**src/rtl/counter_monitor_if.sv**
```systemverilog
// Observation bundle between the 8-bit up/down counter under watch and its monitor.
// The stimulus side drives the dut_* signals; the monitor returns its verdict signals.
interface counter_monitor_if;
  logic       dut_rst;
  logic       dut_enable;
  logic       dut_direction;
  logic [7:0] dut_counter_out;
  logic       locked;
  logic       mismatch;
  logic       err;
  logic [7:0] err_count;
  logic [7:0] expected;

  modport master (
    output dut_rst, dut_enable, dut_direction, dut_counter_out,
    input  locked, mismatch, err, err_count, expected
  );

  modport slave (
    input  dut_rst, dut_enable, dut_direction, dut_counter_out,
    output locked, mismatch, err, err_count, expected
  );
endinterface

```
**src/rtl/counter_monitor.sv**
```systemverilog
// Cycle-accurate checker for an 8-bit up/down counter: predicts each output from the
// previous sample and tracks mismatches, dropping lock after ERR_LIMIT in a row.
module counter_monitor #(
  parameter int ERR_LIMIT = 4
) (
  input  logic               clk,
  input  logic               rst,
  counter_monitor_if.slave   mon
);

  localparam int CW = (ERR_LIMIT < 2) ? 1 : $clog2(ERR_LIMIT);

  typedef enum logic {UNSYNC = 1'b0, CHECK = 1'b1} state_e;

  state_e          state_q, state_d;
  logic [7:0]      s_cnt_q;
  logic            s_rst_q, s_en_q, s_dir_q;
  logic            mismatch_q, mismatch_d;
  logic            err_q, err_d;
  logic [7:0]      err_count_q, err_count_d;
  logic [CW-1:0]   consec_q, consec_d;
  logic [7:0]      pred;

  function automatic logic [7:0] predict(input logic r, input logic en,
                                         input logic dir, input logic [7:0] cnt);
    if (r)        return 8'h00;
    else if (!en) return cnt;
    else if (dir) return cnt + 8'd1;
    else          return cnt - 8'd1;
  endfunction

  function automatic logic [7:0] sat_inc(input logic [7:0] v);
    return (v == 8'hFF) ? v : v + 8'd1;
  endfunction

  assign pred = predict(s_rst_q, s_en_q, s_dir_q, s_cnt_q);

  always_comb begin
    state_d     = state_q;
    mismatch_d  = 1'b0;
    err_d       = err_q;
    err_count_d = err_count_q;
    consec_d    = consec_q;
    case (state_q)
      UNSYNC: state_d = CHECK;
      CHECK: begin
        if (mon.dut_counter_out != pred) begin
          mismatch_d  = 1'b1;
          err_d       = 1'b1;
          err_count_d = sat_inc(err_count_q);
          // Too many misses in a row: resynchronise from the next sample.
          if (consec_q == CW'(ERR_LIMIT - 1)) begin
            consec_d = '0;
            state_d  = UNSYNC;
          end else begin
            consec_d = consec_q + CW'(1);
          end
        end else begin
          consec_d = '0;
        end
      end
      default: state_d = UNSYNC;
    endcase
  end

  always_ff @(posedge clk) begin
    if (rst) begin
      state_q     <= UNSYNC;
      s_cnt_q     <= 8'h00;
      s_rst_q     <= 1'b0;
      s_en_q      <= 1'b0;
      s_dir_q     <= 1'b0;
      mismatch_q  <= 1'b0;
      err_q       <= 1'b0;
      err_count_q <= 8'h00;
      consec_q    <= '0;
    end else begin
      state_q     <= state_d;
      s_cnt_q     <= mon.dut_counter_out;
      s_rst_q     <= mon.dut_rst;
      s_en_q      <= mon.dut_enable;
      s_dir_q     <= mon.dut_direction;
      mismatch_q  <= mismatch_d;
      err_q       <= err_d;
      err_count_q <= err_count_d;
      consec_q    <= consec_d;
    end
  end

  assign mon.locked    = (state_q == CHECK);
  assign mon.mismatch  = mismatch_q;
  assign mon.err       = err_q;
  assign mon.err_count = err_count_q;
  assign mon.expected  = (state_q == CHECK) ? pred : 8'h00;

endmodule

```
**src/flat_wrapper.sv**
```systemverilog
// flat-port wrapper written by rule: the top's interface ports become plain ports
module counter_monitor_flat 
#(
  parameter int ERR_LIMIT = 4
)
  (clk, rst, mon_dut_rst, mon_dut_enable, mon_dut_direction, mon_dut_counter_out, mon_locked, mon_mismatch, mon_err, mon_err_count, mon_expected);
  counter_monitor_if mon_i ();
  input  logic clk;
  input  logic rst;
  input wire logic [$bits(mon_i.dut_rst)-1:0] mon_dut_rst;
  input wire logic [$bits(mon_i.dut_enable)-1:0] mon_dut_enable;
  input wire logic [$bits(mon_i.dut_direction)-1:0] mon_dut_direction;
  input wire logic [$bits(mon_i.dut_counter_out)-1:0] mon_dut_counter_out;
  output wire logic [$bits(mon_i.locked)-1:0] mon_locked;
  output wire logic [$bits(mon_i.mismatch)-1:0] mon_mismatch;
  output wire logic [$bits(mon_i.err)-1:0] mon_err;
  output wire logic [$bits(mon_i.err_count)-1:0] mon_err_count;
  output wire logic [$bits(mon_i.expected)-1:0] mon_expected;
  assign mon_i.dut_rst = mon_dut_rst;
  assign mon_i.dut_enable = mon_dut_enable;
  assign mon_i.dut_direction = mon_dut_direction;
  assign mon_i.dut_counter_out = mon_dut_counter_out;
  assign mon_locked = mon_i.locked;
  assign mon_mismatch = mon_i.mismatch;
  assign mon_err = mon_i.err;
  assign mon_err_count = mon_i.err_count;
  assign mon_expected = mon_i.expected;
  counter_monitor #(.ERR_LIMIT(ERR_LIMIT)) u_core (.clk(clk), .rst(rst), .mon(mon_i));
endmodule
```
**config.mk**
```make
export PLATFORM = sky130hd
export DESIGN_NAME = counter_monitor_flat
export DESIGN_NICKNAME = d
export VERILOG_FILES = /design/src/rtl/counter_monitor_if.sv /design/src/rtl/counter_monitor.sv /design/src/flat_wrapper.sv
export SDC_FILE = /design/constraint.sdc
export NUM_CORES = 1
export LEC_CHECK = 0
export ABC_AREA = 0
export ABC_CLOCK_PERIOD_IN_PS = 6500
export BUFFER_PORTS_ARGS = -buffer_cell sky130_fd_sc_hd__clkbuf_2
export CORE_ASPECT_RATIO = 2
export CORE_MARGIN = 4
export CORE_UTILIZATION = 59
export DETAILED_ROUTE_END_ITERATION = 7
export PLACE_DENSITY = 0.83
export SYNTH_ARGS = -nofsm -noshare
export SYNTH_HDL_FRONTEND = slang
export SYNTH_SLANG_ARGS = --single-unit
```
**constraint.sdc**
```tcl
create_clock -name clk -period 6.5 [get_ports clk]
set_input_delay 1.625 -clock clk [delete_from_list [all_inputs] [get_ports clk]]
set_output_delay 1.625 -clock clk [all_outputs]
set_load 0.03 [all_outputs]
```
==> run summary, run 1 <==
The total DRC errors in the routed layout came out at 0. Of the cells placed in the final design, the portion with a size suffix greater than 1 is 0.179. The transition time of the tightest slew-check pin is a little under 0.7 ns. The max-slew violation count came out at 0. From bottom edge to top edge, the die measures around 84 um. The overall power is ~0.36 mW. The hold violation total from the final report is 0. The deepest level of the CTS H-tree came out at 1.

The fraction of synthesis flops using an asynchronous set or reset pin is 0. For hold timing, the worst endpoint is u_core.mon.err$_SDFFE_PP0P_. In this run the register-to-register setup slack is 3.21 ns. The largest individual stage delay along the critical path comes from the cell sky130_fd_sc_hd__dfxtp_1. For the worst flop-to-flop path, the logic depth is 10.

The arrival time of data at the critical path endpoint came out at 2.78 ns. For the worst setup path, the data required time is about 4.9 ns. The worst voltage drop across the vdd grid is about 160 uV. Before antenna repair, the detailed router went through 4 iterations. The endpoint of the most critical register-to-register path is u_core.mon.err_count[3]$_SDFFE_PP0P_.

The layout-stage area growth over the synthesis result came out at 12.7%. The total length of routed wires is 3.82 mm. Setup repair after global routing left no endpoint under its margin. The setup TNS after final layout is 0 ns. The number of instances in the synthesized netlist is 213. The clock arrives with approximately 0.0025 ns of skew. The static power due to leakage came out at a little over 0.8 nW.

Counting every net in the synthesized netlist gives between 200 and 250. The portion of synthesized cell area occupied by the leading cell type came out at 0.284. The placed instance area came out at 1850 um^2.

The number of top-level pins came out at 32. The overall global routing resource usage came out at 0.219. The longest clock path from root to sink contains 2 buffers. After synthesis, the cell types taking the most area are sky130_fd_sc_hd__dfxtp_1 28%, sky130_fd_sc_hd__nor2b_1 8.5%, sky130_fd_sc_hd__nor2_1 6.4%.

The effective utilization at floorplan came out at 0.618. The CTS sink count came out at 24. The number of hold-repair buffers added at the cts stage is 0. The via count of the first global-routing pass came out at around 1600. The power density normalized to cell area came out at about 190 nW/um^2. The horizontal extent of the die is roughly 46 um. The number of synthesized register bits came out at 24.

Traced cell by cell, the critical path runs through inv_1 > ha_1 > a21o_1 > or3_1 > o21ai_0 > xnor2_1 > nand2_1 > xnor2_1 > nor2_1 > clkbuf_2. Dividing the detail-routed wire length by the instance count gives ~14 um. The first routing iteration left 35 violations. The tree is rooted in a sky130_fd_sc_hd__clkbuf_8. In this run the most critical hold path is launched from u_core.mon.err$_SDFFE_PP0P_. Counting the buffers created by CTS gives 3. The number of nets with antenna violations after detailed routing is 0. The layout has 253 filler cells. By startpoint and endpoint, the worst setup path is classified as reg2out. The max capacitance violation total came out at 0. The maximum clock frequency is 0.227 GHz.

The floorplan step defined a core boundary enclosing between 2000 and 3000 um^2. The worst setup path is captured at an output port. The total overflow reported by the global router came out at 0. The time the worst path needs with I/O delays and setup came out at 4.41 ns. The source-to-sink clock delay at the later pin of the worst-skew pair is about 0.26 ns. The maximum single-stage delay on the critical path is about 0.47 ns. TritonCTS built the clock tree.

The part of the cycle the worst path needs came out at 0.678. The post-synthesis cell type count is 45. The final count of negative-setup-slack endpoints came out at 0. The post-CTS clock slew at the launch and capture registers of the worst setup and hold paths came out at 0.08 ns. The startpoint type of the worst setup path is a flop. The final design area excluding fillers came out at roughly 1900 um^2.

The worst register-to-register path begins at u_core.s_dir_q$_SDFF_PP0_. The synthesized netlist occupies a cell area of 1690 um^2. In this run the tightest slew margin relative to its limit is 0.542.

The largest total area in the synthesized netlist belongs to sky130_fd_sc_hd__dfxtp_1. The congestion estimate from routability-driven global placement came to around 0.86. The area enclosed by the die boundary is 3840 um^2. The detailed placer's ending HPWL is roughly 3 mm.

The first-pass GRT wire length is between 6 and 7 mm. The mean instance size in the synthesized netlist came out at between 7 and 8 um^2. The worst hold path was traced through 2 stages. The antenna diode instance count is 0. The number of cell rows came out at 27. The total of buffers placed on input and output ports is 31. Summing over every cut layer, the via total after detailed routing is around 1600.

The type of the worst min-delay path is reg2reg. The run finished with clean final reports. The cell that appears most often on the critical path is sky130_fd_sc_hd__xnor2_1. Once the clock tree was built, the resizer swapped 0 gates to a different size.

After the last flow step, the layout net total stands at around 260. After detailed routing, the number of vias per cell comes to between 5 and 6. In the synthesized netlist the dominant register cell turns out to be sky130_fd_sc_hd__dfxtp_1. The final design utilization is 0.696.

The largest net degree at the start of global routing is 31. The total of warnings raised by yosys came out at 0. The part of the Yosys area used for sequential elements is 0.284. The critical-path maximum fanout is 8. The number of buffers inserted to repair setup after CTS is 0. The number of antenna violations at the first check in global routing is 0. The number of synthesized flops with an enable pin came out at 0.
final cells by class:
type / instances / area [um^2] / area share
multi-input combinational: 173 / 1150 / 0.603
timing repair buffer: 31 / 155 / 0.0814
tap: 29 / 36.3 / 0.0190
inverter: 8 / 30.0 / 0.0158
clock buffer: 4 / 55.1 / 0.0289
sequential: 24 / 480 / 0.252
synth_stat cells (6+ instances only):
library cell                n
sky130_fd_sc_hd__xnor2_1    7
sky130_fd_sc_hd__nand2b_1  11
sky130_fd_sc_hd__nand3_1    6
sky130_fd_sc_hd__nor2b_1   23
sky130_fd_sc_hd__ha_1       8
sky130_fd_sc_hd__o21ai_0    7
sky130_fd_sc_hd__inv_1      8
sky130_fd_sc_hd__nor2_1    29
sky130_fd_sc_hd__a21oi_1   10
sky130_fd_sc_hd__mux2i_1    6
sky130_fd_sc_hd__nand2_1   13
sky130_fd_sc_hd__dfxtp_1   24
stage by stage:
step / std cells / setup slack [ns] / hold slack (ns)
global placement: 265 / 2.44 / 0.454
finish: 269 / 2.09 / 0.479
detailed placement: 265 / 2.37 / 0.466
CTS: 269 / 2.11 / 0.486
global route: 269 / 1.87 / 0.528
floorplan: 213 / 2.54 / 0.468
registers in the layout (all words and copies together) (netlist names):
register,flops
u_core.mon.mismatch,1
u_core.mon.err,1
u_core.mon.locked,1
u_core.mon.err_count,8
u_core.s_en_q,1
u_core.consec_q,2
u_core.s_rst_q,1
u_core.s_dir_q,1
u_core.s_cnt_q,8
placed cells by master (no fill, tap or decap), types with 2 or more instances in the layout:
cell type                   instances
sky130_fd_sc_hd__a21oi_1           10
sky130_fd_sc_hd__clkbuf_2          31
sky130_fd_sc_hd__a211oi_2           2
sky130_fd_sc_hd__a2111oi_0          3
sky130_fd_sc_hd__nand3_1            6
sky130_fd_sc_hd__xor2_1             3
sky130_fd_sc_hd__nand2_1           13
sky130_fd_sc_hd__ha_1               8
sky130_fd_sc_hd__dfxtp_1           24
sky130_fd_sc_hd__o21ai_0            7
sky130_fd_sc_hd__xnor2_1            7
sky130_fd_sc_hd__nand4_1            2
sky130_fd_sc_hd__a211oi_1           2
sky130_fd_sc_hd__or4_1              2
sky130_fd_sc_hd__mux2_1             2
sky130_fd_sc_hd__mux2i_1            6
sky130_fd_sc_hd__nor2_1            29
sky130_fd_sc_hd__nand2b_1          11
sky130_fd_sc_hd__a21o_1             3
sky130_fd_sc_hd__nor3_1             5
sky130_fd_sc_hd__nor2b_1           23
sky130_fd_sc_hd__mux2_2             3
sky130_fd_sc_hd__a31oi_1            3
sky130_fd_sc_hd__clkbuf_8           4
sky130_fd_sc_hd__or3_1              5
sky130_fd_sc_hd__inv_1              8
logic make-up after synthesis:
group	synth area share
AO/OA/AOI/OAI	0.175
multiplexers	0.0688
AND/OR/NAND/NOR	0.313
XOR/XNOR	0.0518
flip-flops	0.284
buffers and inverters	0.0363
adder cells (fa/ha/maj)	0.0711
how the worst max path moves through the flow:
stage,startpoint,to,slack (ns),cells after the start
after floorplan,u_core.s_dir_q$_SDFF_PP0_,mon_expected[7],2.54,9
after global placement,mon_dut_counter_out[0],u_core.mon.err_count[6]$_SDFFE_PP0P_,2.44,9
after detailed placement,mon_dut_counter_out[4],u_core.mon.err_count[6]$_SDFFE_PP0P_,2.37,9
after CTS,u_core.s_dir_q$_SDFF_PP0_,mon_expected[7],2.11,10
after global routing,u_core.s_dir_q$_SDFF_PP0_,mon_expected[7],1.87,10
final,u_core.s_dir_q$_SDFF_PP0_,mon_expected[7],2.09,10
layer usage:
layer  global-route usage  vias up  routed length (um)
li1                     -      801                   -
met1                0.236      750                1430
met2                0.405       25                2200
met3               0.0216        8                  94
met4               0.0725        0                  91
met5                    0        -                   0
power by group:
group          leakage (nW)  internal (mW)  switching [mW]
Combinational         0.595         0.0399          0.0582
Sequential            0.198          0.154          0.0100
Clock                0.0288         0.0540          0.0470
critical path, delay by kind of cell (launching register included):
| family | cells | cell delay (ns) |
|---|---|---|
| AO/OA/AOI/OAI | 2 | 0.40 |
| adder cells (fa/ha/maj) | 1 | 0.39 |
| XOR/XNOR | 2 | 0.30 |
| AND/OR/NAND/NOR | 3 | 0.53 |
| flip-flops | 1 | 0.47 |
| buffers and inverters | 2 | 0.42 |
(Power assumes the default switching activity.)
==> run 2, diff against run 1 <==
ABC_AREA = 1   (was 0)
ABC_CLOCK_PERIOD_IN_PS = 4400   (was 6500)
CORE_UTILIZATION = 54   (was 59)
PLACE_DENSITY = 0.78   (was 0.83)
clock period = 4.4 ns   (was 6.5 ns; I/O delays follow)
==> run summary, run 2 <==
The effective utilization at floorplan came out at 0.564. The overall power came out at between 0.5 and 0.6 mW. The number of nets with antenna violations after detailed routing is 0. The run finished with clean final reports.

The routed length per instance came out at 11.7 um. The max-slew violation count was 0. In the post-synthesis netlist, the cell with the most instances is sky130_fd_sc_hd__nand2_1. The vias after detailed routing came out at approximately 1600. Setup violations remaining at the end of the flow were counted as 0. The via count of the first global-routing pass came out at between 1000 and 1500. The max capacitance violation total is 0.

The horizontal extent of the die came out at 45.8 um. The required time of the worst setup path is between 3 and 4 ns. The number of buffers created by CTS came out at 3. The maximum single-stage delay on the critical path came out at about 0.40 ns. The prevailing post-synth register cell is sky130_fd_sc_hd__dfxtp_1. Grouping stages by cell kind, the critical path spends the most delay in simple AND/OR/NAND/NOR gates.

The worst clock skew came out at 0.00278 ns. The CTS sink count came out at 24. Counting instances, the worst hold path has a depth of 2.

The biggest area contributor in the post-synthesis netlist is sky130_fd_sc_hd__dfxtp_1. Once layout is done, the placed cells without fillers occupy around 1800 um^2. The share of synthesized area in the top cell type comes to 0.311. The area enclosed by the die boundary is about 3800 um^2. The wire-length estimate of the detail-placed layout is between 2 and 3 mm. The final instance count without filler cells is 300. The total of warnings raised by yosys is 0. Of the cells placed in the final design, the portion with a size suffix greater than 1 is 0.159. The time the worst path needs with I/O delays and setup came out at around 3.2 ns. The largest net degree at the start of global routing is 22.

The startpoint type of the worst setup path is a flop. For this run, global-route usage on met2 was measured as 0.352. The number of instances in the synthesized netlist is 240. The maximum count of clock buffers along a single path is 2.

The vias per cell is 5.36. The net count of the finished layout is ~300. In this run the critical register-to-register path is launched from u_core.s_dir_q$_SDFF_PP0_. The cell sitting at the root of the clock tree is a sky130_fd_sc_hd__clkbuf_8. The first-iteration detailed-routing DRC count came out at 33. The post-synthesis instance area is between 1500 and 2000 um^2.

The static power due to leakage is approximately 0.98 nW. The number of hold-repair buffers added at the cts stage came out at 0. By count the netlist is led by 65 x sky130_fd_sc_hd__nand2_1, 40 x sky130_fd_sc_hd__nor2_1, 30 x sky130_fd_sc_hd__inv_1. The critical path goes through inv_1 > ha_1 > nand2_1 > nor2_1 > nand3_1 > nand2_1 > nand2_1 > nand3_1 > nand2_1 > nor2_1 > clkbuf_2. The worst reg-to-reg path cell count came out at 14. The post-CTS clock slew at the launch and capture registers of the worst setup and hold paths came out at about 0.090 ns.

The top cell types in the final layout, fill and taps aside, are 65 x sky130_fd_sc_hd__nand2_1, 40 x sky130_fd_sc_hd__nor2_1, 31 x sky130_fd_sc_hd__clkbuf_2. By area the synthesized netlist is led by sky130_fd_sc_hd__dfxtp_1 31%, sky130_fd_sc_hd__nand2_1 16%, sky130_fd_sc_hd__nor2_1 9.7%. The critical path buffer and inverter count is 2. The critical-path maximum fanout came out at 6.

The source-to-sink clock delay at the later pin of the worst-skew pair came out at between 0.2 and 0.3 ns. The worst setup path is captured at an output port. The worst-case register-to-register setup slack came out at between 2 and 2.5 ns. The met3 track utilization from global routing is 0.0367. The final RePlAce weighted congestion came out at around 0.96.

The total overflow reported by the global router is 0. The path class of the tightest hold or removal check is reg2reg. In this run the critical register-to-register path is captured at u_core.mon.err_count[7]$_SDFFE_PP0P_. The overall global routing resource usage is 0.203. The deepest level of the CTS H-tree came out at 1. The antenna diode instance count is 0. The mean instance size in the synthesized netlist came out at 6.43 um^2.

The total DRC errors in the routed layout came out at 0. The transition time of the tightest slew-check pin is 0.509 ns. The placed instance area is 1710 um^2. The part of the cycle the worst path needs came out at 0.736. The arrival time of data at the critical path endpoint is 2.14 ns. For this design the ratio of total power to cell area is 313 nW/um^2.

The number of nets in the synthesized netlist came out at approximately 260. The detailed-router iteration count before antenna repair is 6. Setup repair after global routing left no endpoint under its margin. For this design, the slowest cell found on the critical path is sky130_fd_sc_hd__dfxtp_1. The first-pass GRT wire length is ~6.0 mm. Of all flip-flops after synthesis, the portion carrying an async set or reset was 0.

IR analysis of the VDD net gives a maximum drop of about 340 uV. Relative to the synthesized area, the layout overhead comes to 15.6%. The number of antenna violations at the first check in global routing came out at 0. The total length of routed wires is about 3.5 mm. TritonCTS built the clock tree. The post-cts gate resize count is 0. The part of the Yosys area used for sequential elements is 0.311. After routing, the total negative slack on setup checks comes to 0 ns. For met1 alone, demand over resource in global routing was 0.232. Input and output buffers added on the ports amount to 31. Measured against its own limit, the worst slew margin works out to 0.660. The maximum clock frequency is a little over 0.3 GHz. The sink of the worst hold path is u_core.mon.err$_SDFFE_PP0P_. The final design utilization came out at 0.652. The most common cell after layout, fill and taps aside is sky130_fd_sc_hd__nand2_1. For this design the top-level I/O count stands at 32. The number of setup buffers added after CTS is 0. The post-synthesis cell type count is 22. The setup path with the least slack is of type reg2out. The core region is 2740 um^2.

The number of cell rows is 27. The height of the chip is between 80 and 90 um. The worst hold path begins at u_core.mon.err$_SDFFE_PP0P_. After detailed placement, the design holds a cell count of about 300.

The hold violation total from the final report is 0. The number of synthesized register bits came out at 24. The layer with the highest usage after global routing is met2. The number of synthesized flops with an enable pin came out at 0. Among the stages of the critical path, the cell type that occurs most often is sky130_fd_sc_hd__nand2_1.
==> run 2: area by class of cell <==
cell class | instances | area (um^2)
Fill cell | 269 | 952
Multi-Input combinational cell | 180 | 921
Sequential cell | 24 | 480
Timing Repair Buffer | 31 | 155
Inverter | 32 | 120
Clock buffer | 3 | 41.3
Tap cell | 29 | 36.3
Clock inverter | 1 | 30.0
==> run 2: worst max-delay path by stage <==
stage | from | to | slack, ns | depth (start not counted)
global route | u_core.s_dir_q$_SDFF_PP0_ | mon_expected[7] | 0.90 | 11
CTS | u_core.s_dir_q$_SDFF_PP0_ | mon_expected[7] | 1.16 | 11
global placement | u_core.s_dir_q$_SDFF_PP0_ | mon_expected[6] | 1.49 | 9
detailed placement | u_core.s_dir_q$_SDFF_PP0_ | mon_expected[7] | 1.45 | 11
finish | u_core.s_dir_q$_SDFF_PP0_ | mon_expected[7] | 1.16 | 11
floorplan | u_core.s_dir_q$_SDFF_PP0_ | mon_expected[6] | 1.50 | 8
==> run 2: metrics by stage <==
step | worst slack, ns | hold slack (ns)
floorplan | 1.50 | 0.454
global placement | 1.49 | 0.440
detailed placement | 1.45 | 0.451
CTS | 1.16 | 0.473
global route | 0.900 | 0.522
finish | 1.16 | 0.469
==> run 2: per-layer routing <==
metal	vias to the layer above	routed length (um)
met1	734	1310
met5	-	0
li1	821	-
met2	44	1980
met3	8	141
met4	0	82
==> run 2: logic make-up after synthesis <==
kind of cell	Yosys count	synth area share
AOI/OAI and AO/OA	12	0.0389
xor gates and xnor gates	8	0.0454
adders and majority gates	9	0.0778
buffers and inverters	36	0.0924
DFF	24	0.311
and+or+nand+nor	151	0.434
==> run 2: power breakdown <==
part           switching, mW  internal, mW
clock                 0.0705         0.122
combinational         0.0829        0.0447
sequential            0.0121         0.228
==> run 2: tightest hold or removal path: cells and delay by family (launching register included) <==
kind / cells / cell delay, ns
AOI/OAI and AO/OA: 1 / 0.05
DFF: 1 / 0.34
and+or+nand+nor: 1 / 0.05
